[src/rtl/mem_arbiter_pkg.sv]
`default_nettype none
// ============================================================================
// Module  : mem_arbiter_pkg
// Purpose : Shared types and constants for the CPU/DMA memory-port arbiter.
//           Holds the arbiter state encoding, the requester identity type,
//           the default bus widths and small helpers used by mem_arbiter.
// Ports   : none (package)
// Rev     : 1.0  initial release
// ============================================================================
package mem_arbiter_pkg;

   // Default bus widths of the CPU <-> RAM path.
   localparam int c_WORD_SIZE = 16;
   localparam int c_ADDR_SIZE = 8;

   // Arbiter FSM encoding.
   typedef enum logic [1:0] {
      ARB_IDLE = 2'd0,
      ARB_CPU  = 2'd1,
      ARB_DMA  = 2'd2
   } arb_state_e;

   // Identity of a requester; used for the round-robin pointer and for the
   // read-return tag.
   typedef enum logic [0:0] {
      OWNER_CPU = 1'b0,
      OWNER_DMA = 1'b1
   } owner_e;

   // Width of a counter that must hold 0 .. max_burst-1 (at least one bit).
   function automatic int burst_cnt_width(input int max_burst);
      return (max_burst <= 2) ? 1 : $clog2(max_burst);
   endfunction

   // Tie-break from IDLE: the requester that did not own the port last wins.
   function automatic arb_state_e rr_pick(input owner_e last);
      return (last == OWNER_DMA) ? ARB_CPU : ARB_DMA;
   endfunction

endpackage : mem_arbiter_pkg
`default_nettype wire

[src/rtl/mem_arbiter.sv]
`default_nettype none
// ============================================================================
// Module  : mem_arbiter
// Purpose : Shares one synchronous memory port between the CPU load/store
//           path and a DMA engine. The granted requester keeps the port for
//           back-to-back accesses; while the other side waits a tenure is
//           capped at MAX_BURST accesses, and ties are broken round-robin.
//           Read data returns to the requester that issued the read, one
//           cycle after the read address was presented.
// Ports   :
//   clk, rst                      clock, synchronous active-high reset
//   cpu_req_i/we_i/addr_i/wdata_i CPU access request
//   cpu_gnt_o                     CPU owns the port (registered)
//   cpu_rdata_o/cpu_rvalid_o      CPU read return
//   dma_*                         same set for the DMA engine
//   mem_addr_o/wdata_o/we_o       memory port, zero when no access issues
//   mem_rdata_i                   memory read data, one cycle after address
// Rev     : 1.0  initial release
// ============================================================================
module mem_arbiter
   import mem_arbiter_pkg::*;
#(
   parameter int WORD_W    = c_WORD_SIZE,
   parameter int ADDR_W    = c_ADDR_SIZE,
   parameter int MAX_BURST = 4            // must be >= 1
) (
   input  logic              clk,
   input  logic              rst,

   input  logic              cpu_req_i,
   input  logic              cpu_we_i,
   input  logic [ADDR_W-1:0] cpu_addr_i,
   input  logic [WORD_W-1:0] cpu_wdata_i,
   output logic              cpu_gnt_o,
   output logic [WORD_W-1:0] cpu_rdata_o,
   output logic              cpu_rvalid_o,

   input  logic              dma_req_i,
   input  logic              dma_we_i,
   input  logic [ADDR_W-1:0] dma_addr_i,
   input  logic [WORD_W-1:0] dma_wdata_i,
   output logic              dma_gnt_o,
   output logic [WORD_W-1:0] dma_rdata_o,
   output logic              dma_rvalid_o,

   output logic [ADDR_W-1:0] mem_addr_o,
   output logic [WORD_W-1:0] mem_wdata_o,
   output logic              mem_we_o,
   input  logic [WORD_W-1:0] mem_rdata_i
);

   localparam int                 c_CNT_W      = burst_cnt_width(MAX_BURST);
   localparam logic [c_CNT_W-1:0] c_BURST_LAST = c_CNT_W'(MAX_BURST - 1);

   // ------------------------------------------------------------------------
   // State
   // ------------------------------------------------------------------------
   arb_state_e          state_q,     state_d;
   owner_e              last_q,      last_d;
   logic [c_CNT_W-1:0]  burst_cnt_q, burst_cnt_d;
   logic                rd_pend_q,   rd_pend_d;
   owner_e              rd_owner_q,  rd_owner_d;
   logic [WORD_W-1:0]   cpu_rdata_q, cpu_rdata_d;
   logic [WORD_W-1:0]   dma_rdata_q, dma_rdata_d;

   // ------------------------------------------------------------------------
   // Owner mux: the owner's request fields, and the request of the side that
   // is currently locked out (used for the forced handover).
   // ------------------------------------------------------------------------
   logic              w_owner_req;
   logic              w_other_req;
   logic              w_owner_we;
   logic [ADDR_W-1:0] w_owner_addr;
   logic [WORD_W-1:0] w_owner_wdata;
   logic              w_issue;
   logic              w_burst_last;
   logic              w_cpu_rvalid;
   logic              w_dma_rvalid;

   always_comb begin
      w_owner_req   = 1'b0;
      w_other_req   = 1'b0;
      w_owner_we    = 1'b0;
      w_owner_addr  = '0;
      w_owner_wdata = '0;
      case (state_q)
         ARB_CPU: begin
            w_owner_req   = cpu_req_i;
            w_other_req   = dma_req_i;
            w_owner_we    = cpu_we_i;
            w_owner_addr  = cpu_addr_i;
            w_owner_wdata = cpu_wdata_i;
         end
         ARB_DMA: begin
            w_owner_req   = dma_req_i;
            w_other_req   = cpu_req_i;
            w_owner_we    = dma_we_i;
            w_owner_addr  = dma_addr_i;
            w_owner_wdata = dma_wdata_i;
         end
         default: begin
         end
      endcase
   end

   // Reset blocks issue outright so nothing reaches the RAM while rst is high,
   // even though the registered grant only drops after the reset edge.
   assign w_issue      = w_owner_req & ~rst;
   assign w_burst_last = (burst_cnt_q == c_BURST_LAST);

   assign mem_we_o    = w_issue & w_owner_we;
   assign mem_addr_o  = w_issue ? w_owner_addr  : '0;
   assign mem_wdata_o = w_issue ? w_owner_wdata : '0;

   assign cpu_gnt_o = (state_q == ARB_CPU);
   assign dma_gnt_o = (state_q == ARB_DMA);

   // ------------------------------------------------------------------------
   // Next-state logic
   // ------------------------------------------------------------------------
   always_comb begin
      state_d = state_q;
      case (state_q)
         ARB_IDLE: begin
            if (cpu_req_i && dma_req_i) begin
               state_d = rr_pick(last_q);
            end else if (cpu_req_i) begin
               state_d = ARB_CPU;
            end else if (dma_req_i) begin
               state_d = ARB_DMA;
            end
         end
         ARB_CPU: begin
            if (!cpu_req_i) begin
               state_d = dma_req_i ? ARB_DMA : ARB_IDLE;
            end else if (w_burst_last && dma_req_i) begin
               // This cycle's access still issues; the port moves afterwards.
               state_d = ARB_DMA;
            end
         end
         ARB_DMA: begin
            if (!dma_req_i) begin
               state_d = cpu_req_i ? ARB_CPU : ARB_IDLE;
            end else if (w_burst_last && cpu_req_i) begin
               state_d = ARB_CPU;
            end
         end
         default: begin
            state_d = ARB_IDLE;
         end
      endcase
   end

   // Round-robin pointer follows whoever is being granted.
   always_comb begin
      last_d = last_q;
      if (state_d == ARB_CPU) begin
         last_d = OWNER_CPU;
      end else if (state_d == ARB_DMA) begin
         last_d = OWNER_DMA;
      end
   end

   // Burst counter: accesses in the current tenure. It saturates at the last
   // slot, so a long solo tenure hands over right after the next access once
   // the other side starts requesting.
   always_comb begin
      burst_cnt_d = burst_cnt_q;
      if (state_d != state_q) begin
         burst_cnt_d = '0;
      end else if (w_issue && !w_burst_last) begin
         burst_cnt_d = burst_cnt_q + c_CNT_W'(1);
      end
   end

   // ------------------------------------------------------------------------
   // Read-return pipeline: one tag stage matching the RAM's read latency.
   // The tag, not the current grant, steers the data, so a read issued on the
   // last cycle of a tenure still returns to its issuer.
   // ------------------------------------------------------------------------
   always_comb begin
      rd_pend_d  = w_issue & ~w_owner_we;
      rd_owner_d = (state_q == ARB_DMA) ? OWNER_DMA : OWNER_CPU;
   end

   // A return landing in a reset cycle is dropped.
   assign w_cpu_rvalid = rd_pend_q & (rd_owner_q == OWNER_CPU) & ~rst;
   assign w_dma_rvalid = rd_pend_q & (rd_owner_q == OWNER_DMA) & ~rst;

   // The non-target side keeps showing its last returned word.
   always_comb begin
      cpu_rdata_d = w_cpu_rvalid ? mem_rdata_i : cpu_rdata_q;
      dma_rdata_d = w_dma_rvalid ? mem_rdata_i : dma_rdata_q;
   end

   assign cpu_rvalid_o = w_cpu_rvalid;
   assign dma_rvalid_o = w_dma_rvalid;
   assign cpu_rdata_o  = cpu_rdata_d;
   assign dma_rdata_o  = dma_rdata_d;

   // ------------------------------------------------------------------------
   // Registers
   // ------------------------------------------------------------------------
   always_ff @(posedge clk) begin
      if (rst) begin
         state_q     <= ARB_IDLE;
         last_q      <= OWNER_DMA;
         burst_cnt_q <= '0;
         rd_pend_q   <= 1'b0;
         rd_owner_q  <= OWNER_CPU;
         cpu_rdata_q <= '0;
         dma_rdata_q <= '0;
      end else begin
         state_q     <= state_d;
         last_q      <= last_d;
         burst_cnt_q <= burst_cnt_d;
         rd_pend_q   <= rd_pend_d;
         rd_owner_q  <= rd_owner_d;
         cpu_rdata_q <= cpu_rdata_d;
         dma_rdata_q <= dma_rdata_d;
      end
   end

endmodule : mem_arbiter
`default_nettype wire
[config.mk]
export PLATFORM = sky130hd
export DESIGN_NAME = mem_arbiter
export DESIGN_NICKNAME = d
export VERILOG_FILES = /design/src/rtl/mem_arbiter_pkg.sv /design/src/rtl/mem_arbiter.sv
export SDC_FILE = /design/constraint.sdc
export NUM_CORES = 1
export LEC_CHECK = 0
export CORE_MARGIN = 2
export CORE_UTILIZATION = 40
export CTS_BUF_LIST = sky130_fd_sc_hd__clkbuf_16
export DETAILED_ROUTE_END_ITERATION = 16
export PLACE_DENSITY = 0.86
export SLEW_MARGIN = 15
export SYNTH_ARGS = -nofsm -noshare
export SYNTH_HDL_FRONTEND = slang
export SYNTH_SLANG_ARGS = --single-unit
[constraint.sdc]
create_clock -name clk -period 5.1 [get_ports clk]
set_input_delay 1.02 -clock clk [delete_from_list [all_inputs] [get_ports clk]]
set_output_delay 1.02 -clock clk [all_outputs]
set_load 0.005 [all_outputs]
==> After elaboration in Yosys (flattened, before gate mapping) <==
Cells that the tools add are included.
Widths: inputs -> output; s select.
{ "classes": {"n_addsub": 1, "mul": 0, "div": 0, "magnitude_cmp": 0, "eq_ne": 6, "shift": 0, "muxes": 22, "bitwise": 10, "n_reduce_logical": 8} }
{ "op_table": {"columns": ["cell", "count"], "rows": [
  ["$mux 16", 3],
  ["$pmux 16 s2", 1],
  ["$mux 2", 9],
  ["$pmux 8 s2", 1],
  ["$mux 8", 1],
  ["$and 1x1->1", 7],
  ["$eq 2x2->1 const B", 3],
  ["$pmux 2 s3", 1],
  ["$eq 2x1->1 const B", 2],
  ["$logic_and 1x1->1", 4],
  ["$mux 1", 4],
  ["$pmux 1 s2", 2],
  ["$not 1->1", 3],
  ["$add 2x1->2 const B", 1],
  ["$logic_not 2->1", 1],
  ["$ne 2x2->1", 1],
  ["$reduce_bool 2->1", 1],
  ["$reduce_or 2->1", 1],
  ["$logic_not 1->1", 1]
]} }
{ "word_totals": {"reg_bits": 39, "latchBits": 0, "ram_bits": 0, "rom_bits": 0, "output_inout_bits": 61, "memories": 0} }

==> Longest topological paths before layout <==
{ "logic_depth": {"depth_word": 8, "mapped_depth": 13} }

==> Worst setup path after synthesis <==
No wires, ideal clock.
{ "synth_path": {"path_type": "input -> output", "from": "in rst", "to": "out cpu_rdata_o[10]", "arrival_ns": 1.902, "setup_slack_ns": 2.178, "cell_stages": 3, "path_cell_list": "nor3b_4 buf_6 mux2_1"} }
{ "synth_between": {"elab_chain_cells": 3} }
{ "synth_lines": {"columns": ["element", "line", "source"], "rows": [
  ["from (decl)", "mem_arbiter.sv:28", "input logic rst,"],
  ["$not 1->1", "mem_arbiter.sv:187", "assign w_cpu_rvalid = rd_pend_q & (rd_owner_q == OWNER_CPU) & ~rst;"],
  ["$and 1x1->1", "mem_arbiter.sv:187", null],
  ["via cpu_rvalid_o", "mem_arbiter.sv:36", "output logic cpu_rvalid_o,"],
  ["$mux 16", "mem_arbiter.sv:192", "cpu_rdata_d = w_cpu_rvalid ? mem_rdata_i : cpu_rdata_q;"],
  ["to (decl)", "mem_arbiter.sv:35", "output logic [WORD_W-1:0] cpu_rdata_o,"]
]} }
The timed path passes the listed nets, and every way through them passes these cells.

==> Worst setup path in the final report <==
{ "layout_path": {"from": "in dma_req_i", "to": "out mem_wdata_o[0]"} }
{ "layout_between": {"elab_chain_cells": 3} }
{ "layout_lines": {"columns": ["element", "line", "source"], "rows": [
  ["from (decl)", "mem_arbiter.sv:38", "input logic dma_req_i,"],
  ["$pmux 1 s2", "mem_arbiter.sv:86", "case (state_q)"],
  ["$and 1x1->1", "mem_arbiter.sv:108", "assign w_issue = w_owner_req & ~rst;"],
  ["$mux 16", "mem_arbiter.sv:113", "assign mem_wdata_o = w_issue ? w_owner_wdata : '0;"],
  ["to (decl)", "mem_arbiter.sv:47", "output logic [WORD_W-1:0] mem_wdata_o,"]
]} }
Every way passes these cells.

==> flow_results.org <==
** STA
- Hold Vio Cnt, Final :: 0
- The worst pin sits at a relative slew slack of a little over two fifths.
- Post-route clock skew :: between 0.0015 and 0.002 ns
- Timing would allow up to roughly 240 MHz.
- The worst path in the final design needs a cycle of around 4.1 ns, including I/O delays and setup.
- Setup violations remaining at the end of the flow were counted as 0.
- The max-slew violation count is 0.
- The final critical path takes up approximately 81% of the cycle.
- Setup repair after global routing left no endpoint under its margin.
- On the final layout, the worst hold slack is between 0.4 and 0.5 ns.
- Final total negative setup slack :: 0 ns
- Transition time at the pin with the least slew margin :: ~0.85 ns

** Clocking
- The clock passes through at most 2 buffers.
- Number of clock sinks :: 39
- The number of setup buffers added after CTS is 0.
- The H-tree generated during clock tree synthesis spans 2 levels.
- Clock latency on the worst-skew pair, taken at its later pin, is approximately 0.28 ns.
- Clock-pin slew reported for the worst setup and hold paths after clock tree synthesis :: 0.05 ns
- TritonCTS built the clock tree.
- The cell sitting at the root of the clock tree is a sky130_fd_sc_hd__clkbuf_16.
- Hold repair after CTS inserted 0 buffers.
- In this run, CTS created clock tree buffers numbering 5.
- The number of gates resized after CTS was 0.

** GRT
- Pin count of the biggest net entering global routing :: 33
- Antenna violations before repair :: 0
- In the global route stage, overall resource usage came out at 21.3%.
- Global-route wire length before repair :: 10.3 mm
- The total overflow left after global routing is 0.
- The number of global-route vias before repair is between 2,000 and 2,500.

** Routing
- In this run the remaining antenna-violating nets after routing total 0.
- Total number of vias :: 2,238
- Routed WL per cell :: around 14 um
- Violation count after the first detailed-routing iteration :: 57
- Number of search-and-repair iterations in the first detailed-routing pass :: 4
- Via/cell ratio :: between 4 and 5
- In the routed design, unresolved DRC markers number 0.
- For this block, the routed nets add up to a little over 6 mm of wire.

** Placement
- In this run the tool buffered the top-level ports with between 100 and 150 buffer cells.
- Once placement finished, the instance area stood at between 0.003 and 0.004 mm^2.
- The congestion estimate from routability-driven global placement came to just under 0.9.
- HPWL after DPL :: 4.59 mm

** Hold path
- Hold Path Cell Cnt :: 2
- The worst hold path belongs to the class flop to flop.

** Setup path
- Data on the critical path arrives at its endpoint at 3.13 ns.
- The critical path in this run is classified as input port to primary output.
- Cell breakdown of the critical path :: clkdlybuf4s50_1, nand2_1, a211o_1, nor2_1, clkdlybuf4s50_1
- R2R depth :: 10
- Startpoint class of the critical path :: input port
- Critical Path Most Common Cell :: sky130_fd_sc_hd__clkdlybuf4s50_1
- Critical Path RT :: 4.08 ns
- Maximum single-stage delay on the critical path :: about 0.62 ns
- The worst setup path is captured at a primary output.
- Of all nets on the critical path, the largest fanout is 27.
- The largest individual stage delay along the critical path comes from the cell sky130_fd_sc_hd__a211o_1.

** Layout
- Number of filler instances in the final layout :: ~410
- Multi-input gate area :: 0.00121 mm^2
- Most common cell after layout, fill and taps aside :: sky130_fd_sc_hd__clkdlybuf4s50_1
- Summing all non-filler instances in the final layout gives an area of 0.00359 mm^2.
- Net count reported at finish :: between 400 and 500
- Top library cells by usage in the layout, fill and taps aside :: sky130_fd_sc_hd__clkdlybuf4s50_1 (130), sky130_fd_sc_hd__nand2_1 (52), sky130_fd_sc_hd__dfxtp_1 (39), sky130_fd_sc_hd__nor2b_1 (34), sky130_fd_sc_hd__nor2_1 (28)
- Cells with a size suffix above 1 make up around 6.0% of the layout.
- Layout-stage area growth over the synthesis result :: 69.6%
- The repair_antennas step left the layout with diodes totalling 0.
- Registers take between 700 and 800 um^2.

** Power and ir drop
- In this run the static leakage power is between 1 and 1.5 nW.
- PD cells :: roughly 230 mW/mm^2
- IR analysis of the VDD net gives a maximum drop of approximately 160 uV.

** Die
- Pin placement for this block handled between 100 and 150 I/O pins.
- Initial Utilization :: between 40% and 50%
- Die area :: 0.00588 mm^2
- In this run the vertical extent of the chip is 76.7 um.
- The initialized floorplan defines 26 standard-cell rows.
- Placeable core region :: slightly above 0.005 mm^2
- Width of the die :: approximately 77 um

** Yosys
- In this run the cell area of the synthesized design comes to 0.00211 mm^2.
- For this run, the register share of the synthesized area comes to between 30% and 40%.
- Number of distinct library cell variants in the gate-level netlist after synthesis :: 37
- Syn. warnings :: 0
- The number of nets handed over by synthesis was ~330.
- Async set-reset flop share out of synthesis :: 0%
- Post-synth EDFFs :: 0
- After technology mapping, the gate count stands at 258.
- Post-synthesis register bit count :: 39
- The average instance in the mapped netlist occupies roughly 8.2 um^2.
- For this run, the leading register cell type out of synthesis is sky130_fd_sc_hd__dfxtp_1.

** Run status
- Run status :: completed

** Flow run
- Max-cap violations in this run came to 0.
critical path, delay by kind of cell:
kind | cells | cell delay (ns)
buf+inv | 2 | 1.15
simple gates | 2 | 0.33
compound gates | 1 | 0.62
registers in the layout, indices dropped and copies added, names as in the netlist:
signal       cells
state_q          2
cpu_rdata_q     16
last_q           1
rd_owner_q       1
dma_rdata_q     16
rd_pend_q        1
burst_cnt_q      2
synth_stat cells (4+ instances only):
cell type	instances	area (um^2)
sky130_fd_sc_hd__clkbuf_1	7	26.3
sky130_fd_sc_hd__nor2b_1	34	213
sky130_fd_sc_hd__nand2_1	52	195
sky130_fd_sc_hd__mux2_2	7	78.8
sky130_fd_sc_hd__ha_1	6	75.1
sky130_fd_sc_hd__inv_1	6	22.5
sky130_fd_sc_hd__dfxtp_1	39	781
sky130_fd_sc_hd__nor2_1	28	105
sky130_fd_sc_hd__buf_2	5	25.0
sky130_fd_sc_hd__a21oi_1	4	20.0
sky130_fd_sc_hd__a22oi_1	25	188
sky130_fd_sc_hd__mux2_1	9	101
cell type report:
type / instances / share of cell area [%]
multi-input combinational: 195 / 33.8
clock inverter: 3 / 0.419
timing repair buffer: 135 / 37.3
inverter: 7 / 0.732
sequential: 39 / 21.8
tap: 70 / 2.44
clock buffer: 5 / 3.49
power by group:
part / total, mW / switching [mW] / internal (mW)
sequential: 0.321 / 0.00875 / 0.313
combinational: 0.206 / 0.0937 / 0.112
clock: 0.291 / 0.113 / 0.177
cells by family (layout without fill, tap and decap cells):
logic type	Yosys count	after routing	share of synthesized area [%]
muxes	18	18	9.47
xor gates and xnor gates	1	1	0.414
DFF	39	39	36.9
and+or+nand+nor	129	129	29.8
buffers and inverters	24	150	5.68
AOI/OAI and AO/OA	41	41	14.1
adders and majority gates	6	6	3.55
routing by layer:
metal	GRT usage, %	vias up	wire length, um	part of all wire [%]
met2	38.1	103	3110	50
met3	5.53	7	452	7.3
met4	5.45	0	65	1.1
li1	-	1120	-	-
met1	25.3	1008	2530	41
met5	0	-	0	0
through the flow:
stage / std cells / setup WS, ns / total power, mW / util (%)
after floorplan: 258 / 2.18 / 0.438 / -
after global placement: 446 / 0.961 / 0.525 / 67.5
after detailed placement: 446 / 0.935 / 0.532 / 67.5
after CTS: 454 / 0.936 / 0.827 / 70.2
after global routing: 454 / 0.819 / 0.867 / 70.2
final: 454 / 0.954 / 0.818 / 70.2
final timing paths:
path	slack (ns)	start	endpoint
setup / recovery	0.95	dma_req_i	mem_wdata_o[0]
hold reg to reg	0.49	last_q	last_q
setup reg to reg	2.43	state_q[1]	last_q
hold / removal	0.49	last_q	last_q
(Power assumes the default switching activity.)
